## config.mk

```make
export PLATFORM = sky130hd
export DESIGN_NAME = draw_cmd_sched
export DESIGN_NICKNAME = d
export VERILOG_FILES = /design/src/rtl/draw_cmd_sched.sv
export SDC_FILE = /design/constraint.sdc
export NUM_CORES = 1
export LEC_CHECK = 0
export ABC_AREA = 1
export CORE_MARGIN = 4
export CORE_UTILIZATION = 45
export DETAILED_ROUTE_END_ITERATION = 16
export GPL_TIMING_DRIVEN = 0
export HOLD_SLACK_MARGIN = 0.05
export SLEW_MARGIN = 5
export SYNTH_ARGS = -nofsm -noshare
export SYNTH_HDL_FRONTEND = slang
export SYNTH_SLANG_ARGS = --single-unit
export TNS_END_PERCENT = 5
```

## constraint.sdc

```tcl
create_clock -name clk -period 2.9 [get_ports clk]
set_input_delay 0.58 -clock clk [delete_from_list [all_inputs] [get_ports clk]]
set_output_delay 0.58 -clock clk [all_outputs]
set_load 0.005 [all_outputs]
```

## src/rtl/draw_cmd_sched.sv

```systemverilog
// Draw command scheduler: two requester FIFOs, round-robin pop, one command
// in flight to the placer at a time with ack timeout and completion pulse.
module draw_cmd_fifo #(
  parameter int DEPTH = 4,
  parameter int W     = 27
) (
  input  logic         clk,
  input  logic         rst,
  input  logic         push,
  input  logic [W-1:0] wdata,
  input  logic         pop,
  output logic [W-1:0] rdata,
  output logic         empty,
  output logic         full,
  output logic         drop
);
  localparam int AW = $clog2(DEPTH);

  logic [W-1:0]  mem [DEPTH];
  logic [AW-1:0] wptr, rptr;
  logic [AW:0]   count;
  logic          wr;

  // full is from the registered count, so a same-cycle pop never frees a slot
  assign full  = (count == (AW+1)'(DEPTH));
  assign empty = (count == '0);
  assign wr    = push && !full;
  assign drop  = push && full;
  assign rdata = mem[rptr];

  always_ff @(posedge clk) begin
    if (wr) mem[wptr] <= wdata;
  end

  always_ff @(posedge clk) begin
    if (rst) begin
      wptr  <= '0;
      rptr  <= '0;
      count <= '0;
    end else begin
      if (wr)  wptr <= wptr + AW'(1);
      if (pop) rptr <= rptr + AW'(1);
      count <= count + (AW+1)'(wr) - (AW+1)'(pop);
    end
  end
endmodule

module draw_cmd_sched #(
  parameter int DEPTH = 4
) (
  input  logic       clk,
  input  logic       rst,
  input  logic       push0,
  input  logic [1:0] op0,
  input  logic [5:0] indx0,
  input  logic [9:0] x0,
  input  logic [8:0] y0,
  input  logic       push1,
  input  logic [1:0] op1,
  input  logic [5:0] indx1,
  input  logic [9:0] x1,
  input  logic [8:0] y1,
  output logic       full0,
  output logic       full1,
  input  logic       plc_busy,
  output logic       add_img,
  output logic       rem_img,
  output logic       add_fnt,
  output logic [4:0] image_indx,
  output logic [5:0] fnt_indx,
  output logic [9:0] xloc,
  output logic [8:0] yloc,
  output logic       done,
  output logic       done_port,
  output logic [1:0] ovf,
  output logic       cmd_err,
  output logic       to_err
);
  typedef enum logic [1:0] {IDLE, ISSUE, WAIT_ACK, WAIT_DONE} state_t;

  logic [1:0]       push_v, pop_v, empty_v, full_v, drop_v;
  logic [1:0][26:0] wdata_v, rdata_v;
  state_t           state;
  logic             last_grant, grant, win, do_pop, c_ok;
  logic [1:0]       ack_cnt;
  logic [5:0]       indx_r;
  logic [26:0]      cmd;
  logic [1:0]       c_op;
  logic [5:0]       c_indx;
  logic [9:0]       c_x;
  logic [8:0]       c_y;

  assign push_v     = {push1, push0};
  assign wdata_v[0] = {op0, indx0, x0, y0};
  assign wdata_v[1] = {op1, indx1, x1, y1};
  assign full0      = full_v[0];
  assign full1      = full_v[1];

  for (genvar p = 0; p < 2; p++) begin : g_fifo
    draw_cmd_fifo #(.DEPTH(DEPTH), .W(27)) u_fifo (
      .clk   (clk),
      .rst   (rst),
      .push  (push_v[p]),
      .wdata (wdata_v[p]),
      .pop   (pop_v[p]),
      .rdata (rdata_v[p]),
      .empty (empty_v[p]),
      .full  (full_v[p]),
      .drop  (drop_v[p])
    );
  end

  // on a tie the port that did not win last time goes next
  always_comb begin
    win = last_grant;
    if (!empty_v[0] && !empty_v[1]) win = ~last_grant;
    else if (!empty_v[0])           win = 1'b0;
    else if (!empty_v[1])           win = 1'b1;
  end

  assign do_pop = (state == IDLE) && !plc_busy && (empty_v != 2'b11);
  assign pop_v  = do_pop ? (win ? 2'b10 : 2'b01) : 2'b00;
  assign cmd    = rdata_v[win];
  assign c_op   = cmd[26:25];
  assign c_indx = cmd[24:19];
  assign c_x    = cmd[18:9];
  assign c_y    = cmd[8:0];
  assign c_ok   = (c_op != 2'd3) && !(c_op == 2'd2 && c_indx > 6'd41) &&
                  (c_x <= 10'd639) && (c_y <= 9'd479);

  assign image_indx = indx_r[4:0];
  assign fnt_indx   = indx_r;

  // the pulse is registered at the pop edge so it lands in the ISSUE cycle
  always_ff @(posedge clk) begin
    if (rst) begin
      state      <= IDLE;
      add_img    <= 1'b0;
      rem_img    <= 1'b0;
      add_fnt    <= 1'b0;
      done       <= 1'b0;
      done_port  <= 1'b0;
      indx_r     <= '0;
      xloc       <= '0;
      yloc       <= '0;
      ovf        <= '0;
      cmd_err    <= 1'b0;
      to_err     <= 1'b0;
      last_grant <= 1'b1;
      grant      <= 1'b0;
      ack_cnt    <= '0;
    end else begin
      add_img <= 1'b0;
      rem_img <= 1'b0;
      add_fnt <= 1'b0;
      done    <= 1'b0;
      ovf     <= ovf | drop_v;
      case (state)
        IDLE: if (do_pop) begin
          last_grant <= win;
          grant      <= win;
          indx_r     <= c_indx;
          xloc       <= c_x;
          yloc       <= c_y;
          if (c_ok) begin
            state   <= ISSUE;
            add_img <= (c_op == 2'd0);
            rem_img <= (c_op == 2'd1);
            add_fnt <= (c_op == 2'd2);
          end else begin
            cmd_err <= 1'b1;
          end
        end
        ISSUE: begin
          ack_cnt <= '0;
          state   <= WAIT_ACK;
        end
        WAIT_ACK: if (plc_busy) begin
          state <= WAIT_DONE;
        end else begin
          ack_cnt <= ack_cnt + 2'd1;
          if (ack_cnt == 2'd2) begin
            to_err    <= 1'b1;
            done      <= 1'b1;
            done_port <= grant;
            state     <= IDLE;
          end
        end
        WAIT_DONE: if (!plc_busy) begin
          done      <= 1'b1;
          done_port <= grant;
          state     <= IDLE;
        end
        default: state <= IDLE;
      endcase
    end
  end
endmodule
```

==> results of run 1 <==
critical path: cells and delay by family:
family,cells,cell delay [ns]
simple gates,2,0.41
fa+ha+maj,3,0.75
compound gates,2,0.22
buf+inv,6,1.19
layout make-up:
| type | instances | area (µm²) | share of cell area (%) |
|---|---|---|---|
| flip-flops and latches | 274 | 7650 | 56.2 |
| clock inverters | 18 | 279 | 2.05 |
| plain buffers | 51 | 315 | 2.32 |
| well taps | 319 | 399 | 2.93 |
| inverters | 53 | 199 | 1.46 |
| clock buffers | 36 | 792 | 5.82 |
| repair buffers | 109 | 1190 | 8.74 |
| multi-input cells | 557 | 2780 | 20.4 |
state kept, by name, summed over array words and instances, names as in the netlist, 2 cells and up, named ones only:
signal               count
yloc                     9
g_fifo.u_fifo.wptr       4
fnt_indx                 6
ovf                      2
state                    2
xloc                    10
g_fifo.u_fifo.count      6
g_fifo.u_fifo.rptr       4
ack_cnt                  2
g_fifo.u_fifo.mem      216
what timing repair did:
action / in CTS / in global routing
setup endpoints to repair: 0 / 4
setup buffers: 0 / 2
endpoints found under the hold margin: 0 / 0
gates resized for setup: 0 / 2
layout by cell type, fill, tap and decap left out, drive strengths merged, types with 42 or more instances in the layout:
| master | instances |
|---|---|
| a21oi | 53 |
| buf | 42 |
| clkbuf | 55 |
| clkdlybuf4s50 | 99 |
| dfxtp | 58 |
| edfxtp | 216 |
| inv | 54 |
| nand2 | 186 |
| nor2 | 127 |
| o21ai | 89 |
metrics by stage:
| step | utilization, % | setup WS, ns | instance area [µm²] | setup TNS [ns] | std cells |
|---|---|---|---|---|---|
| 6_report | 57.6 | 0.140 | 13600 | 0 | 1417 |
| 5_1_grt | 57.6 | 0.0322 | 13600 | 0 | 1417 |
| 4_1_cts | 57.5 | 0.0330 | 13600 | 0 | 1415 |
| 3_5_place_dp | 53.0 | -0.531 | 12500 | -1.93 | 1361 |
| 3_3_place_gp | 51.9 | -0.992 | 12300 | -203.96 | 1353 |
| 2_1_floorplan | - | 0.468 | 10900 | 0 | 935 |
final timing paths:
path	startpoint	to	cells past startpoint
max	plc_busy	g_fifo[0].u_fifo.count[2]	13
min	ovf[0]	ovf[0]	2
max reg2reg	g_fifo[1].u_fifo.count[1]	g_fifo[0].u_fifo.count[2]	15
min reg2reg	ovf[0]	ovf[0]	2
synthesized netlist by cell type (2+ instances only):
| library cell | number |
|---|---|
| edfxtp_1 | 216 |
| nand2_1 | 181 |
| nor2_1 | 119 |
| o21ai_0 | 74 |
| dfxtp_1 | 58 |
| a21oi_1 | 52 |
| inv_1 | 48 |
| nand3_1 | 22 |
| o22ai_1 | 19 |
| a31oi_1 | 18 |
| clkbuf_1 | 18 |
| buf_2 | 13 |
| ha_1 | 13 |
| o21ai_1 | 13 |
| buf_4 | 11 |
| a22oi_1 | 10 |
| buf_6 | 8 |
| nor2_2 | 6 |
| o211ai_1 | 6 |
| inv_2 | 5 |
| nand2_2 | 4 |
| or2_2 | 3 |
| fa_1 | 2 |
| nand3_2 | 2 |
| nor2_4 | 2 |
| nor3_2 | 2 |
| o21ai_2 | 2 |
per-layer routing:
layer	global-route usage, %	share of wire (%)	up-vias
li1	-	-	3545
met1	26.2	44	3455
met2	31.2	48	201
met3	3.36	5.6	37
met4	4.50	2.2	2
met5	0	0.048	-
where the power goes:
group | switching, mW | internal [mW] | leakage, nW
registers | 0.285 | 4.86 | 2.45
logic | 2.49 | 1.56 | 2.00
clock network | 1.51 | 2.56 | 0.522
cell families after synthesis:
family          share of synthesized area (%)
flops                                    70.3
simple gates                             12.9
compound gates                           10.2
buf+inv                                  4.67
fa+ha+maj                                1.86
==> results.txt, run 1 <==
Counting every net in the synthesized netlist gives 1009. The logs give 1 for the H-tree level count and 0.0236 mm² for the floorplan core area. Type of origin of the critical path: an input port. The first-pass iteration count of the detailed router is 5.

The tools report the cts-stage hold buffer count as 0. For this configuration, the core starts out at a cell density of 46.1%. The total power divided by cell area was 976 mW/mm²; the relative area change from synthesis to final layout was 25.1%. The leakage dissipation is 4.98 nW, and the vertical extent of the die is 163 µm. Routability-driven placement finished with a final weighted congestion of 0.835. The HPWL after detailed placement came out at 17100 µm. The post-route netlist has 11.6% of its cells at a drive strength greater than 1. After synthesis, the netlist uses 35 different library cells. Port buffering added 99 buffers.

The via count of the routed design came out at 7240. The slowest stage of the critical path belongs to the cell clkdlybuf4s50_1. 100 I/O pins were placed.

Cell accounting for the most synthesized area: edfxtp_1. The logs give 3.19 ns for the arrival time of the worst setup path and 1 for the initial antenna violation count. Buffers inserted during clock tree synthesis total 29. Flip-flop cell with the highest count after synthesis: edfxtp_1. The run gives 3 as the largest buffer count on any clock path. After layout, the design draws a total of 13.3 mW. During synthesis, Yosys emitted a total of 0 warnings. The clock tree root driver cell is clkbuf_16. For the final database, setup skew stands at 0.0146 ns. The share of flip-flops with an asynchronous set or reset was 0%.

The tools report the kind of capture point of the worst setup path as a flip-flop. In this run the biggest area consumer among cell types represents 59.6% of the synthesized area. The site row count is 56. Walking the worst path, the cells encountered are clkdlybuf4s50_1 -> nor3_4 -> buf_4 -> inv_2 -> nor2_4 -> clkbuf_4 -> ha_1 -> inv_1 -> ha_1 -> inv_1 -> fa_1 -> o21ai_0 -> a21oi_1.

The maximum vdd drop was 0.441 mV. At the pin with the least slew margin, the transition time is 1.11 ns. Data on the critical path is required at its endpoint by 3.33 ns. The final layout contains 1149 nets.

The run finished with clean final reports. The first global-routing pass estimated 39100 µm of wire. From left edge to right edge, the die measures 163 µm. The part of the cycle the worst path needs was 95.2%; the number of violations of the max-capacitance limit was 0. Synthesis produced 935 cells. Of all nets on the critical path, the largest fanout is 10.

TritonCTS built the clock tree. Of the synthesized area, sequential elements account for 70.3%. Static timing analysis puts the maximum clock frequency at 362 MHz. In the routed design, unresolved DRC markers number 0. Global routing used 18.9% of the available tracks. Counting every sink on the clock net gives 274. The mapped netlist covers 0.0109 mm².

After synthesis, the cell types taking the most area are edfxtp_1 (60%), dfxtp_1 (11%), nand2_1 (6.2%), nor2_1 (4.1%), o21ai_0 (3.4%). The first routing iteration left 498 violations. Dividing the detail-routed wire length by the instance count gives 17.8 µm. The final hold violation count came out at 0. In this design, the stage delay of the slowest critical-path cell is 0.57 ns. The number of nets still failing antenna checks after routing was 0; the antenna cell count was 0.

The run gives 25200 µm as the final wirelength. The mean instance size in the synthesized netlist works out to 11.6 µm². The die covers 0.0267 mm². The count of flip-flops with a built-in enable after synthesis came out at 216.

Counting flops and latches in the post-synthesis netlist gives 274. The clock slew seen by the registers of the worst setup and hold paths was 0.07 ns. Setup repair after global routing left no endpoint under its margin. The kind of path behind the tightest hold check is flip-flop to flip-flop. At the later pin of the worst-skew pair, clock insertion delay measures 0.54 ns.

The tools report the via count of the first global-routing pass as 7241. The number of inserted filler cells in the final layout was 2003. Headroom to the max-slew limit came out at 25.8%. The tools report the final max-slew violation count as 0. The sum of overflow across all layers after global routing was 0. The largest net degree at the start of global routing came out at 28.

The final critical path time including I/O delays and setup was 2.76 ns; the detailed-route vias per instance was 5.11. For the smallest hold slack, the log shows 0.454 ns. For flop-to-flop paths, the worst setup slack is 0.22 ns.

Final-report setup violation count: 0. The critical path is of the input port to flip-flop type.
(Power assumes the default switching activity.)
==> run 2, diff against run 1 <==
--- a/config.mk
+++ b/config.mk
@@ -5,12 +5,12 @@
 export SDC_FILE = /design/constraint.sdc
 export NUM_CORES = 1
 export LEC_CHECK = 0
-export ABC_AREA = 1
 export CORE_MARGIN = 4
 export CORE_UTILIZATION = 45
 export DETAILED_ROUTE_END_ITERATION = 16
 export GPL_TIMING_DRIVEN = 0
 export HOLD_SLACK_MARGIN = 0.05
+export PLACE_DENSITY = 0.65
 export SLEW_MARGIN = 5
 export SYNTH_ARGS = -nofsm -noshare
 export SYNTH_HDL_FRONTEND = slang
==> run 2 against run 1 <==
Clock-buffer cell count shrank 3. Global-route usage shrank 2.3 points. Total power shrank 4.5%. Sequential power grew 1%.
==> results.txt, run 2 <==
The flow ran to the end, and the final reports show no timing, DRC or antenna violations. The final-report setup violation count was 0 (unchanged); the final critical path time including I/O delays and setup was 2.77 ns (+0.00731 ns). The final max-slew violation count was 0 (unchanged).

The number of violations of the max-capacitance limit was 0 (unchanged); the arrival time of the worst setup path was 3.18 ns (about the same). Flip-flop count of the largest register after layout: 216 (unchanged). The largest registers in the layout are g_fifo.u_fifo.mem: 216 flops, xloc: 10 flops, yloc: 9 flops. Part of the cycle the worst path needs: 95.4% (+0.25 points).

The upper clock frequency limit is 361 MHz (-0.26%). Mean instance size in the synthesized netlist: 18.4 µm² (+58%). In this run the clock root is driven by a clkbuf_16. The logs give 0.599 mV (+36%) for the maximum vdd drop and 56.3% (-1.3 points) for the core occupancy in the finished layout. The library cells used most frequently in the layout, excluding fill and tap cells, are edfxtp_1 (216), clkdlybuf4s50_1 (97), nor2_1 (60), dfxtp_1 (58), mux4_2 (53). The number of remaining DRC errors is 0 (unchanged).

Post-layout net count: 781 (-32%). The run gives 45 (+29%) as the post-synthesis cell type count. The fraction of layout instances using a drive strength above 1 came out at 18.2% (+6.6 points). The count of flip-flops with a built-in enable after synthesis is 216 (unchanged). The critical path in this run is classified as flip-flop to flip-flop. Total power divided by cell area: 984 mW/mm² (+0.87%).

The relative area change from synthesis to final layout works out to 22.4%. The run gives 100 (unchanged) as the number of placed I/O pins. The tools report the count of synthesis-stage warnings from yosys as 0 (unchanged). The clock latency reported for the late side of the worst-skew pair was 0.54 ns (about the same); the worst stage delay on the critical path was 0.46 ns (-0.11 ns). Pre-CTS worst setup slack: -0.846 ns (-0.315 ns). The logs give 646 (-36%) for the net count of the mapped netlist and 274 (unchanged) for the number of sinks driven by the clock tree. The first-pass iteration count of the detailed router is 8 (+3). The logs give 0 (-1) for the initial antenna violation count and 0.0105 mm² (-3.3%) for the synthesized area.

The leakage dissipation was 4.31 nW (-14%). Cell type of the slowest stage on the worst timing path: nor4_4. Largest buffer count on any clock path: 3 (unchanged). Ranked by instance count, the synthesized netlist is headed by edfxtp_1 (216), nor2_1 (60), dfxtp_1 (58).

Walking the worst path, the cells encountered are nor4_4 -> nor2_4 -> buf_6 -> nor2b_1 -> clkbuf_2 -> ha_1 -> inv_1 -> ha_1 -> inv_1 -> fa_1 -> xor2_1 -> xnor2_1 -> nor2_1. The flip-flop cell with the highest count after synthesis was edfxtp_1. STA classifies the critical path endpoint as a flip-flop.

The clock slew seen by the registers of the worst setup and hold paths is 0.06 ns (about the same). The final wirelength is 21400 µm (-15%). The worst setup path is launched from a flip-flop. The run gives 47.1% (+21 points) as the worst slew margin relative to its limit. Ranked by flip-flop count, first place goes to g_fifo.u_fifo.mem. The synthesized design spends more area on one cell type than any other, namely edfxtp_1.

The total placed instance area was 0.0119 mm² (-4.8%). The share of flip-flops with an asynchronous set or reset is 0% (unchanged). The clock buffer count from CTS was 28 (-3.4%). For the via count of the routed design, the log shows 5512 (-24%).

The logs give 572 (-39%) for the count of mapped cells out of synthesis and 0 (unchanged) for the sum of overflow across all layers after global routing. The largest driver fanout on the critical path was 10 (unchanged). The portion of the post-synthesis area used by sequential elements came out at 72.7% (+2.4 points). Die outline area: 0.0259 mm² (-3.1%). TritonCTS built the clock tree. The total track usage was 16.6% (-2.3 points). The library cell used most frequently in the layout, excluding fill and tap cells, is edfxtp_1. The count of buffers inserted at the top-level ports is 98 (-1.0%), and the HPWL after detailed placement is 14400 µm (-16%).

The first-pass GRT wire length came out at 33200 µm (-15%). The site row count is 55 (-1.8%). Yosys attributes the largest share of cell area to edfxtp_1 (62%), mux4_2 (11%), dfxtp_1 (11%), mux2i_1 (2.5%), nor2_1 (2.1%). For the final setup TNS, the log shows 0 ns (unchanged).

Yosys instantiated no cell more often than edfxtp_1. The antenna cell count came out at 0 (unchanged). For the cts-stage hold buffer count, the log shows 0 (unchanged). The logs give 0.868 (+3.9%) for the routability-driven placement congestion ratio and 0.0122 ns (-0.00237 ns) for the post-route clock skew. The number of nets still failing antenna checks after routing was 0 (unchanged); the number of register bits inferred by synthesis was 274 (unchanged). The vertical extent of the die is 161 µm (-1.6%), and the per-cell routed wire length is 20.6 µm (+16%). The die extent in x is 161 µm (-1.6%). The initial DRC count is 420 (-16%), and the initial cell density of the core is 46.0% (about the same). The portion of synthesized cell area occupied by the leading cell type was 61.7% (+2.0 points); the floorplan core area was 0.0228 mm² (-3.2%).

The measured slew at the worst slew-check pin is 0.794 ns (-0.311 ns), and the via count of the first global-routing pass is 5790 (-20%). Setup slack of the critical path after layout: 0.133 ns (-0.00731 ns). The H-tree level count was 1 (unchanged); the required time at the endpoint of the critical path was 3.31 ns (-0.02 ns). The final design instance area without fill came out at 0.0129 mm² (-5.3%).

The path class of the tightest hold or removal check is input port to flip-flop. The detailed-route vias per instance works out to 5.30 (+3.7%). The largest net degree at the start of global routing is 28 (unchanged).

The final hold violation count was 0 (unchanged).
-- run 2: area by class of cell --
cell class	count	area, µm²
Buffer	34	205
Clock buffer	33	719
Clock inverter	17	189
Fill cell	1788	9970
Inverter	11	41.3
Multi-Input combinational cell	253	2640
Sequential cell	274	7650
Tap cell	313	392
Timing Repair Buffer	105	1040
-- run 2: routing by layer --
metal | part of all wire [%] | up-vias | GRT usage, %
met1 | 41 | 2774 | 21.7
met2 | 50 | 192 | 28.0
met3 | 6.3 | 45 | 3.75
li1 | - | 2501 | -
met4 | 3.2 | 0 | 5.12
met5 | 0 | - | 0
-- run 2: report_power, final --
part,switching [mW],leakage (nW),internal (mW),total [mW]
clock,1.42,0.437,2.12,3.54
combinational,1.93,1.41,1.98,3.90
sequential,0.344,2.46,4.88,5.22
total,3.69,4.31,8.97,12.7
-- run 2: stage by stage --
stage / total power, mW / instances / hold WS (ns)
2_1_floorplan: 7.72 / 572 / 0.460
6_report: 12.7 / 1040 / 0.388
4_1_cts: 12.7 / 1035 / 0.460
5_1_grt: 13.3 / 1040 / 0.404
3_3_place_gp: 9.00 / 983 / 0.449
3_5_place_dp: 9.12 / 983 / 0.466
-- run 2: worst max-delay path, delay by kind of cell, from the launching register on --
family / cells / cell delay (ns)
and+or+nand+nor: 4 / 0.74
DFF: 1 / 0.36
xor gates and xnor gates: 2 / 0.33
adders and majority gates: 3 / 0.74
buffers and inverters: 4 / 0.46
-- run 2: path summary, 6_finish.rpt --
kind | startpoint | to | slack, ns | cells after the start
hold / removal | plc_busy | done | 0.39 | 2
setup reg to reg | g_fifo[1].u_fifo.count[0] | g_fifo[0].u_fifo.count[2] | 0.13 | 13
hold reg to reg | ovf[1] | ovf[1] | 0.47 | 2
setup / recovery | g_fifo[1].u_fifo.count[0] | g_fifo[0].u_fifo.count[2] | 0.13 | 13
-- run 2: what timing repair did --
action	4_1_cts	5_1_grt
endpoints found under the setup margin	3	2
buffers inserted	2	5
pin swaps	1	3
resized for setup	1	2
-- run 2: cells by family after synthesis --
logic type,after synthesis,share of synthesized area (%)
DFF,274,72.7
xor gates and xnor gates,10,0.833
adders and majority gates,15,1.93
and+or+nand+nor,102,4.75
muxes,82,14.3
buffers and inverters,45,2.33
AOI/OAI and AO/OA,44,3.12
==> run 3, diff against run 2 <==
--- a/config.mk
+++ b/config.mk
@@ -15,4 +15,3 @@
 export SYNTH_ARGS = -nofsm -noshare
 export SYNTH_HDL_FRONTEND = slang
 export SYNTH_SLANG_ARGS = --single-unit
-export TNS_END_PERCENT = 5
==> constraint.sdc (replaced) <==
create_clock -name clk -period 3 [get_ports clk]
set_input_delay 0.6 -clock clk [delete_from_list [all_inputs] [get_ports clk]]
set_output_delay 0.6 -clock clk [all_outputs]
set_load 0.005 [all_outputs]
==> run 3 against run 2 <==
Clock skew is 0.0019 ns lower. Clock-buffer cell count grew 12. First-iteration DRC count decreased by 38%. Worst hold slack improved by 0.080 ns. Highest routed layer is now met5. Via count shrank 2.6%. Largest power group unchanged. Final cell count fell by 0.29%.
==> results.txt, run 3 (synthesis results as in run 2) <==
The logs give 20800 µm (-2.7%) for the final wirelength and 776 (-0.64%) for the post-layout net count. Relative to the synthesized area, the layout overhead comes to 21.7%. The tools report the leakage dissipation as 4.27 nW (-0.83%). TritonCTS built the clock tree. The worst stage delay on the critical path was 0.52 ns (+0.06 ns); the upper clock frequency limit was 346 MHz. The total power divided by cell area is 935 mW/mm² (-5.0%). In the layout the commonest cells are edfxtp_1 (216), clkdlybuf4s50_1 (98), nor2_1 (60), dfxtp_1 (58), mux4_2 (53). The per-cell routed wire length is 20.1 µm (-2.4%). The logs give 8730 µm (+0.26%) for the met1 wire length and 2 (+2) for the initial antenna violation count. The share of total power in the clock network is 27.1% (-0.8 points), and the final-report setup violation count is 0 (unchanged). The tools report the largest net degree at the start of global routing as 28 (unchanged). The number of sinks driven by the clock tree is 274 (unchanged), and the number of buffers and inverters on the critical path is 4 (unchanged). Setup repair after global routing left no endpoint under its margin.

After detailed routing, no signal wire sits above met5. The largest registers in the layout are g_fifo.u_fifo.mem: 216 flops, xloc: 10 flops, yloc: 9 flops. STA classifies the critical path endpoint as a flip-flop. The share of power burned in registers was 42.1% (+0.9 points); the final setup TNS was 0 ns (unchanged). Routability-driven placement congestion ratio: 0.838 (-3.4%).

For the clock latency reported for the late side of the worst-skew pair, the log shows 0.53 ns (about the same). The logs give 0 (unchanged) for the number of violations of the max-capacitance limit and 0.469 ns (+0.0802 ns) for the smallest hold slack. The number of cells after detailed placement was 983 (unchanged). The die extent in x is 161 µm (unchanged). The worst setup path is of the input port to flip-flop kind. The tools report the total placed instance area as 0.0119 mm² (about the same). The first-pass GRT wire length is 31900 µm (-4.0%), and the core occupancy in the finished layout is 56.0% (-0.32 points). Clock slew seen by the registers of the worst setup and hold paths: 0.06 ns (about the same).

The cell type of the slowest stage on the worst timing path is clkdlybuf4s50_1. For the met2 wirelength from detailed routing, the log shows 10300 µm (-3.6%). The tools report the die outline area as 0.0259 mm² (unchanged). The vertical extent of the die was 161 µm (unchanged).

Clock tree synthesis selected as its root buffer the cell clkbuf_16. Number of nets still failing antenna checks after routing: 0 (unchanged). The via count of the first global-routing pass was 5545 (-4.2%); the net switching share of the total power was 29.1% (-0.031 points). The tightest min-delay check is of the flip-flop to flip-flop type.

The count of buffers inserted at the top-level ports came out at 98 (unchanged). Switching power of the nets: 3.49 mW (-5.6%). The detailed-route vias per instance came out at 5.18 (-2.3%).

The total power consumption of the routed design is 12.0 mW (-5.5%), and the number of placed I/O pins is 100 (unchanged). The site row count is 55 (unchanged). On the critical path the largest part of the delay comes from buffers and inverters. The required time at the endpoint of the critical path was 3.40 ns (+0.09 ns). For the worst slew margin relative to its limit, the log shows 48.7% (+1.7 points). The total length of routed met3 wires was 1350 µm (-0.22%). The measured slew at the worst slew-check pin is 0.769 ns (-0.0251 ns). The logs give 30.8% (about the same) for the proportion of power drawn by combinational gates and 0.0103 ns (-0.00194 ns) for the post-route clock skew. The library cell used most frequently in the layout, excluding fill and tap cells, is edfxtp_1. Arrival time of the worst setup path: 3.29 ns (+0.11 ns). The fraction of layout instances using a drive strength above 1 works out to 18.4% (+0.21 points). Initial DRC count: 261 (-38%).

The antenna cell count is 0 (unchanged), and the flip-flop count of the largest register after layout is 216 (unchanged). The part of the cycle the worst path needs was 96.4%; the largest buffer count on any clock path was 3 (unchanged). The sum of overflow across all layers after global routing was 0 (unchanged); the final max-slew violation count was 0 (unchanged). For the initial cell density of the core, the log shows 46.0% (unchanged). Subtracting the final worst setup slack from the clock period gives 2.89 ns. The tools report the number of remaining DRC errors as 0 (unchanged).

For the final hold violation count, the log shows 0 (unchanged). The H-tree level count came out at 1 (unchanged). The run gives 14100 µm (-1.9%) as the HPWL after detailed placement. The tools report the clock buffer count from CTS as 28 (unchanged). Traced cell by cell, the critical path runs through clkdlybuf4s50_1 -> or2_2 -> a211oi_4 -> buf_4 -> and2_1 -> ha_1 -> inv_1 -> ha_1 -> inv_1 -> fa_1 -> xor2_1 -> xnor2_1 -> nor2_1. Via count of the routed design: 5368 (-2.6%).

For the maximum vdd drop, the log shows 0.549 mV (-8.3%). The largest driver fanout on the critical path works out to 7 (-3). The final design instance area without fill is 0.0128 mm² (-0.57%). For the total track usage, the log shows 16.0% (-0.65 points). The first-pass iteration count of the detailed router is 4 (-4). The tools report the setup slack of the critical path after layout as 0.108 ns (-0.0250 ns). The tools report the floorplan core area as 0.0228 mm² (unchanged).

The flow ran to the end, and the final reports show no timing, DRC or antenna violations. The register name with the most flops was g_fifo.u_fifo.mem. The cts-stage hold buffer count came out at 0 (unchanged). The type of origin of the critical path is an input port. The logs give 1037 (-0.29%) for the filler-free cell count of the finished design and 8.48 mW (-5.5%) for the total internal power. The pre-CTS worst setup slack was -0.845 ns (+0.00108 ns).
-- run 3: cell types whose count changed in the layout (fill, tap and decap cells not counted), moves of 3 or more --
cell and change:
clkinv_2 +4, buf_4 -5, bufinv_16 -4, clkinv_1 -8
clkbuf_1 +3, clkbuf_8 +5, clkbuf_2 +3
-- run 3: path summary, 6_finish.rpt --
check | depth (start not counted) | to | slack, ns | startpoint
worst max register to register | 13 | g_fifo[0].u_fifo.count[2] | 0.22 | g_fifo[0].u_fifo.count[1]
worst max-delay path | 13 | g_fifo[1].u_fifo.count[2] | 0.11 | plc_busy
worst min-delay path | 2 | ovf[0] | 0.47 | ovf[0]
worst min register to register | 2 | ovf[0] | 0.47 | ovf[0]
-- run 3: power by group through the flow --
stage | clock [mW] | sequential, mW | combinational [mW]
after floorplan | 0 | 5.02 | 2.42
after global placement | 0 | 5.09 | 3.61
after detailed placement | 0 | 5.11 | 3.69
after CTS | 3.33 | 5.04 | 3.75
after global routing | 3.48 | 5.09 | 4.05
final | 3.25 | 5.04 | 3.69
-- run 3: worst reg2reg max path, cell delays in order (launching register included) --
cell	delay, ns
dfxtp_1	0.37
o31a_1	0.39
nor2_4	0.26
buf_6	0.20
nor2b_1	0.06
clkbuf_2	0.15
ha_1	0.28
inv_1	0.06
ha_1	0.12
inv_1	0.04
fa_1	0.36
xor2_1	0.16
xnor2_1	0.15
nor2_1	0.05
-- run 3: area by class of cell --
class / instances / area [µm²]
Clock buffer: 45 / 840
Fill cell: 1805 / 10000
Buffer: 34 / 205
Multi-Input combinational cell: 253 / 2640
Timing Repair Buffer: 100 / 996
Sequential cell: 274 / 7650
Tap cell: 313 / 392
Inverter: 11 / 41.3
Clock inverter: 7 / 36.3
-- run 3: routing by layer --
| metal | up-vias | global-route usage (%) |
|---|---|---|
| met2 | 152 | 27.1 |
| met5 | - | 0 |
| met4 | 4 | 4.27 |
| met1 | 2685 | 20.9 |
| met3 | 36 | 3.70 |
| li1 | 2491 | - |
-- run 3: what timing repair did --
action	in CTS	in global routing
endpoints found under the setup margin	3	1
pin swaps	1	0
gates cloned	0	0
setup buffers	2	0
gates resized for setup	1	1
